[src/rtl/idelay_pkg.sv]
// Shared types for the idelay scan sequencer: FSM state encoding and bus widths.
package idelay_pkg;

    localparam int unsigned MASK_W = 8;
    localparam int unsigned IDX_W  = 4;

    typedef enum logic [2:0] {
        IDLE      = 3'd0,
        SETTLE_S  = 3'd1,
        TRIG      = 3'd2,
        WAIT_RISE = 3'd3,
        WAIT_FALL = 3'd4,
        NEXT      = 3'd5,
        FIN       = 3'd6
    } state_t;

endpackage

[src/rtl/idelay_scan_sequencer_seq_timer.sv]
// Saturating cycle counter shared by the settle and scan-supervision waits.
module seq_timer #(
    parameter int unsigned TO_W   = 20,
    parameter int unsigned SETTLE = 8
) (
    input  logic clk,
    input  logic rst_n,
    input  logic clr,
    output logic at_settle,
    output logic timeout
);

    logic [TO_W-1:0] count;

    always_ff @(posedge clk) begin
        if (!rst_n) begin
            count <= '0;
        end else if (clr) begin
            count <= '0;
        end else if (count != '1) begin
            count <= count + TO_W'(1);
        end
    end

    assign at_settle = (count == TO_W'(SETTLE - 1));
    assign timeout   = (count == '1);

endmodule

[src/rtl/idelay_scan_sequencer.sv]
// Steps idelay_scanner through a table of banyan masks with timeout supervision.
// Optional macro SCAN_SEQ_LOOP_EN adds a `loop` input that repeats the table.
module idelay_scan_sequencer
    import idelay_pkg::*;
#(
    parameter int unsigned N_STEP = 4,
    parameter int unsigned SETTLE = 8,
    parameter int unsigned TO_W   = 20
) (
    input  logic                     lb_clk,
    input  logic                     rst_n,
    input  logic                     start,
    input  logic                     abort,
`ifdef SCAN_SEQ_LOOP_EN
    input  logic                     loop,
`endif
    input  logic [MASK_W*N_STEP-1:0] mask_table,
    input  logic [MASK_W-1:0]        host_mask,
    input  logic                     scan_running,
    output logic                     scan_trigger,
    output logic [MASK_W-1:0]        banyan_mask,
    output logic                     busy,
    output logic                     done,
    output logic [IDX_W-1:0]         step_idx,
    output logic [N_STEP-1:0]        fail_map
);

    state_t              state, state_next;
    logic [IDX_W-1:0]    step_next;
    logic [N_STEP-1:0]   fail_next;
    logic [N_STEP-1:0]   step_hot;
    logic [MASK_W-1:0]   sel_mask;
    logic                last_step;
    logic                at_settle, timeout, timer_clr;
    logic                trig_d, busy_d, done_d;
    logic [MASK_W-1:0]   mask_d;

    always_comb begin
        step_hot = '0;
        sel_mask = '0;
        for (int unsigned k = 0; k < N_STEP; k++) begin
            if (step_idx == IDX_W'(k)) begin
                step_hot[k] = 1'b1;
                sel_mask    = mask_table[MASK_W*k +: MASK_W];
            end
        end
    end

    assign last_step = (step_idx == IDX_W'(N_STEP - 1));
    // Every state change restarts the timer, so each wait sees a fresh count.
    assign timer_clr = (state_next != state) || (state == IDLE);

    seq_timer #(
        .TO_W   (TO_W),
        .SETTLE (SETTLE)
    ) u_timer (
        .clk       (lb_clk),
        .rst_n     (rst_n),
        .clr       (timer_clr),
        .at_settle (at_settle),
        .timeout   (timeout)
    );

    always_ff @(posedge lb_clk) begin
        if (!rst_n) begin
            state        <= IDLE;
            step_idx     <= '0;
            fail_map     <= '0;
            scan_trigger <= 1'b0;
            busy         <= 1'b0;
            done         <= 1'b0;
            banyan_mask  <= '0;
        end else begin
            state        <= state_next;
            step_idx     <= step_next;
            fail_map     <= fail_next;
            scan_trigger <= trig_d;
            busy         <= busy_d;
            done         <= done_d;
            banyan_mask  <= mask_d;
        end
    end

    always_comb begin
        state_next = state;
        step_next  = step_idx;
        fail_next  = fail_map;
        case (state)
            IDLE: begin
                if (start) begin
                    state_next = SETTLE_S;
                    step_next  = '0;
                    fail_next  = '0;
                end
            end
            SETTLE_S:  if (at_settle) state_next = TRIG;
            TRIG:      state_next = WAIT_RISE;
            WAIT_RISE: begin
                if (scan_running) begin
                    state_next = WAIT_FALL;
                end else if (timeout) begin
                    fail_next  = fail_map | step_hot;
                    state_next = NEXT;
                end
            end
            WAIT_FALL: begin
                if (!scan_running) begin
                    state_next = NEXT;
                end else if (timeout) begin
                    fail_next  = fail_map | step_hot;
                    state_next = NEXT;
                end
            end
            NEXT: begin
                if (last_step) begin
`ifdef SCAN_SEQ_LOOP_EN
                    if (loop) begin
                        step_next  = '0;
                        state_next = SETTLE_S;
                    end else begin
                        state_next = FIN;
                    end
`else
                    state_next = FIN;
`endif
                end else begin
                    step_next  = step_idx + IDX_W'(1);
                    state_next = SETTLE_S;
                end
            end
            FIN:     state_next = IDLE;
            default: state_next = IDLE;
        endcase
        // Abort overrides any same-cycle progress, including a timeout flag.
        if (abort && state != IDLE && state != FIN) begin
            state_next = FIN;
            step_next  = step_idx;
            fail_next  = fail_map;
        end
    end

    always_comb begin
        trig_d = (state_next == TRIG);
        busy_d = (state_next != IDLE);
        done_d = (state_next == FIN);
        mask_d = (state == IDLE) ? host_mask : sel_mask;
    end

endmodule

[config.mk]
export PLATFORM = sky130hd
export DESIGN_NAME = idelay_scan_sequencer
export DESIGN_NICKNAME = d
export VERILOG_FILES = /design/src/rtl/idelay_pkg.sv /design/src/rtl/idelay_scan_sequencer_seq_timer.sv /design/src/rtl/idelay_scan_sequencer.sv
export SDC_FILE = /design/constraint.sdc
export NUM_CORES = 1
export LEC_CHECK = 0
export CAP_MARGIN = 10
export CORE_UTILIZATION = 38
export CTS_CLUSTER_DIAMETER = 60
export DETAILED_ROUTE_END_ITERATION = 7
export DONT_BUFFER_PORTS = 1
export PLACE_DENSITY = 0.58
export REMOVE_ABC_BUFFERS = 1
export SETUP_SLACK_MARGIN = 0.3
export SLEW_MARGIN = 20
export SYNTH_ARGS = -nofsm -noshare
export SYNTH_HDL_FRONTEND = slang
export SYNTH_HIERARCHICAL = 1
export SYNTH_SLANG_ARGS = --single-unit
[constraint.sdc]
create_clock -name lb_clk -period 5.9 [get_ports lb_clk]
set_clock_uncertainty 0.05 [all_clocks]
set_input_delay 0.59 -clock lb_clk [delete_from_list [all_inputs] [get_ports lb_clk]]
set_output_delay 0.59 -clock lb_clk [all_outputs]
set_load 0.01 [all_outputs]
==> results by stage <==
Setup path:
- Data on the critical path arrives at its endpoint at 3.62 ns.
- The depth of the most critical reg-to-reg path is 12.
- The worst setup path is of the reg2reg kind.
- The combined buffer and inverter count along the critical path is 1.
- The setup check on the worst reg-to-reg path leaves a slack of ~2.4 ns.
- The worst setup path is launched from a register.
- The number of gates on the worst path with buffers counted is 12.
- In this run the critical register-to-register path is captured at u_timer/count[10]$_SDFFE_PP0P_.
- On the critical path, the stage with the largest delay is an instance of sky130_fd_sc_hd__nor2b_1.
- Walking the worst path, the cells encountered are ha_1 > and4_1 > and4_1 > nand2_1 > inv_1 > o21ai_0 > a21oi_1 > o31ai_1 > o21ai_0 > nor2b_1 > o311ai_0 > o41ai_1.
- Along the worst path, the maximum fanout reaches 11.
- The startpoint identified for the worst register-to-register timing path is u_timer/count[0]$_SDFFE_PP0P_.
- On the worst path, the slowest cell contributes a delay of 0.65 ns.
- The category of the worst setup path capture point is a register.
- For the worst setup path, the data required time is 6.03 ns.
- Broken down by cell family, the worst path's largest delay share belongs to simple AND/OR/NAND/NOR gates.

Logic synthesis:
- The share of the yosys chip area belonging to registers is 0.3423.
- Yosys mapped a number of flops with a built-in enable equal to 0.
- The fraction of synthesized cell area taken by the top area cell type is 0.3423.
- Ranked by total cell area, the synthesized netlist is headed by sky130_fd_sc_hd__dfxtp_1 (34%), sky130_fd_sc_hd__o21ai_0 (5.3%), sky130_fd_sc_hd__nand2_1 (5.2%).
- The post-synthesis instance area is 0.002456 sq mm.
- Counting flops with an async set or reset pin after synthesis yields a share of 0.
- In the synthesized netlist, the cells that appear most often are sky130_fd_sc_hd__dfxtp_1 (42), sky130_fd_sc_hd__nand2_1 (34), sky130_fd_sc_hd__o21ai_0 (26).
- The largest total area in the synthesized netlist belongs to sky130_fd_sc_hd__dfxtp_1.
- A synthesized cell averages between 8 and 9 sq um.
- The count of mapped cells out of synthesis is around 300.
- Yosys printed 6 warnings.
- sky130_fd_sc_hd__dfxtp_1 is the most common cell in the netlist.
- Synthesis inferred 42 register bits.
- The netlist uses 57 different library cells.
- The most instantiated flip-flop cell in the synthesis netlist is sky130_fd_sc_hd__dfxtp_1.

Timing:
- The share of the cycle needed by the critical path after routing is 0.5909.
- Derived from the worst setup path, the maximum achievable clock frequency is 286.8 MHz.
- The total of endpoints with negative setup slack in the final report is 0.
- The worst max-slew margin expressed relative to the limit is 0.4630.
- The final count of pins violating max slew is 0.
- The actual transition at the worst max-transition pin is 0.8038 ns.
- Setup total negative slack on the finished layout was measured at 0 ns.
- Setup repair after global routing left no endpoint under its margin.
- The worst path in the final design needs a cycle of 3.486 ns, including I/O delays and setup.
- The count of final hold-check violations is 0.

Floorplan:
- During I/O placement, the number of pins put on the boundary was 64.
- Measured along the y axis, the die boundary spans 82.40 um.
- The total core area is slightly above 0.006 sq mm.
- The width of the die is 82.40 um.
- The die covers 0.006789 sq mm.
- For this configuration, the core starts out at a cell density of 0.4052.
- The cell row count is 28.

Placement:
- The placed standard-cell area is 0.002472 sq mm.
- The weighted congestion at the end of routability-driven global placement is 0.8490.
- Once detailed placement completed, the half-perimeter wirelength came to 4.360 mm.
- During placement, the flow inserted port buffers numbering 0.

Global routing:
- The via count of the first global-routing pass is 1910.
- Global routing finished with a remaining overflow of 0.
- The initial antenna violation count is 0.
- The first global-routing pass estimated between 9 and 10 mm of wire.
- Entering global routing, the biggest net connects 22 pins.
- The overall routing resource usage is 0.1810.

Final layout:
- The cell area after layout is 0.002579 sq mm.
- 0 antenna diodes ended up in the layout.
- The relative area change from synthesis to final layout is 4.992%.
- Summing all flip-flop and latch instances after layout gives 840.8 sq um.
- The number of nets in the layout is between 300 and 400.
- Summing all multi-input logic gate instances after layout gives between 0.0015 and 0.002 sq mm.
- The final core utilization is 0.4255.
- In the final layout, the share of cells above drive strength 1 is 0.06849.
- The fill cell total of the finished layout is 612.

Route:
- Summed over all layers, the routed wires come to 6.127 mm.
- The via count normalized by instance count is between 6 and 7.
- The final routed wire length divided by cell count is 16.69 um.
- The number of nets with antenna violations after routing is 0.
- The initial detailed-routing violation count is between 200 and 250.
- The first TritonRoute pass finished after 4 iterations.
- Detailed routing inserted a total of 2241 vias.
- The DRC violation count after routing is 0.

Worst hold path:
- The worst hold path cell count is 1.
- The sink of the worst hold path is busy$_SDFF_PN0_.
- The hold path startpoint is rst_n.
- The min-delay analysis places its worst path in the category in2reg.

Power:
- Across the VDD grid, the largest voltage drop is between 0.1 and 0.15 mV.
- The analysis attributes to cell leakage a power of approximately 0.86 nW.
- The total power density per cell area is 295.4 mW/mm^2.

Clocking:
- The clock-pin transition on the worst setup and hold timing paths is 0.08 ns.
- TritonCTS built the clock tree.
- The clock latency at the later pin of the worst-skew pair is 0.29 ns.
- TritonCTS created 5 clock buffers.
- The count of hold-fix buffers inserted at cts is 0.
- The maximum buffer depth of the clock tree is 2.
- CTS built an H-tree with a depth of 2.
- Clock tree synthesis found a total of 42 sinks.
- The post-cts resize count is 0.
- In this run the post-CTS setup repair buffer count came out at 0.
- The tree is rooted in a sky130_fd_sc_hd__clkbuf_8.

Status:
- The flow ran to the end, and the final reports show no timing, DRC or antenna violations.

Job:
- Max-cap violations in this run came to 0.
==> flip-flops by register name (all words and copies together) (netlist names) <==
name / flops
banyan_mask: 8
busy: 1
done: 1
fail_map: 4
scan_trigger: 1
state: 3
step_idx: 4
u_timer/count: 20
==> layout by cell type (no fill, tap or decap), drive strengths merged, types with 4 or more instances in the layout <==
master   n
nand3    9
ha       5
and3     4
a21oi   20
o31a     9
o31ai    5
nand4    6
nor4     7
or3      5
nand2   34
o21a     4
o21ai   26
dfxtp   42
clkbuf   7
a211oi   7
a221oi   8
nor2b   14
and4     6
inv      9
a31oi   11
nor2    11
nor3     6
==> per-stage QoR <==
| stage | setup WS, ns | power, mW | std cells | hold slack (ns) |
|---|---|---|---|---|
| finish | 2.414 | 0.7617 | 367 | 0.3645 |
| global route | 1.972 | 0.8087 | 367 | 0.3579 |
| CTS | 2.466 | 0.7709 | 367 | 0.3496 |
| detailed placement | 2.494 | 0.5431 | 359 | 0.4563 |
| global placement | 2.680 | 0.5385 | 359 | 0.4450 |
| floorplan | 3.057 | 0.5001 | 284 | 0.4137 |
==> cells by family after synthesis <==
kind of cell | share of synthesized area
buf+inv | 0.04534
compound gates | 0.2838
simple gates | 0.2873
flops | 0.3423
fa+ha+maj | 0.02547
mux | 0.01223
xor+xnor | 0.003567
==> metal layers <==
metal	wire (um)	vias to the layer above	global-route usage
met3	306	5	0.03626
li1	-	1116	-
met2	2714	64	0.2636
met1	3054	1056	0.2618
met5	0	-	0
met4	52	0	0.06140
==> power breakdown <==
group / switching, mW / internal (mW) / total [mW] / leakage, nW
clock network: 0.0968 / 0.127 / 0.223 / 0.0524
registers: 0.0462 / 0.312 / 0.358 / 0.342
logic: 0.100 / 0.0799 / 0.180 / 0.465
total: 0.243 / 0.518 / 0.762 / 0.860
==> final cells by class <==
type,count,share of cell area
clock inverter,1,0.01164
tap,75,0.03639
sequential,42,0.3261
inverter,9,0.01310
clock buffer,7,0.02960
multi-input combinational,233,0.5832
==> how the worst max path moves through the flow <==
| stage | from | endpoint | slack (ns) |
|---|---|---|---|
| after global placement | u_timer/count[0]$_SDFFE_PP0P_ | u_timer/count[10]$_SDFFE_PP0P_ | 2.68 |
| after global routing | u_timer/count[0]$_SDFFE_PP0P_ | u_timer/count[10]$_SDFFE_PP0P_ | 1.97 |
| after detailed placement | u_timer/count[0]$_SDFFE_PP0P_ | u_timer/count[10]$_SDFFE_PP0P_ | 2.49 |
| after CTS | u_timer/count[0]$_SDFFE_PP0P_ | u_timer/count[10]$_SDFFE_PP0P_ | 2.47 |
| after floorplan | u_timer/count[0]$_SDFFE_PP0P_ | u_timer/count[14]$_SDFFE_PP0P_ | 3.06 |
| final | u_timer/count[0]$_SDFFE_PP0P_ | u_timer/count[10]$_SDFFE_PP0P_ | 2.41 |
No activity file was read; power rests on OpenSTA's default activity.
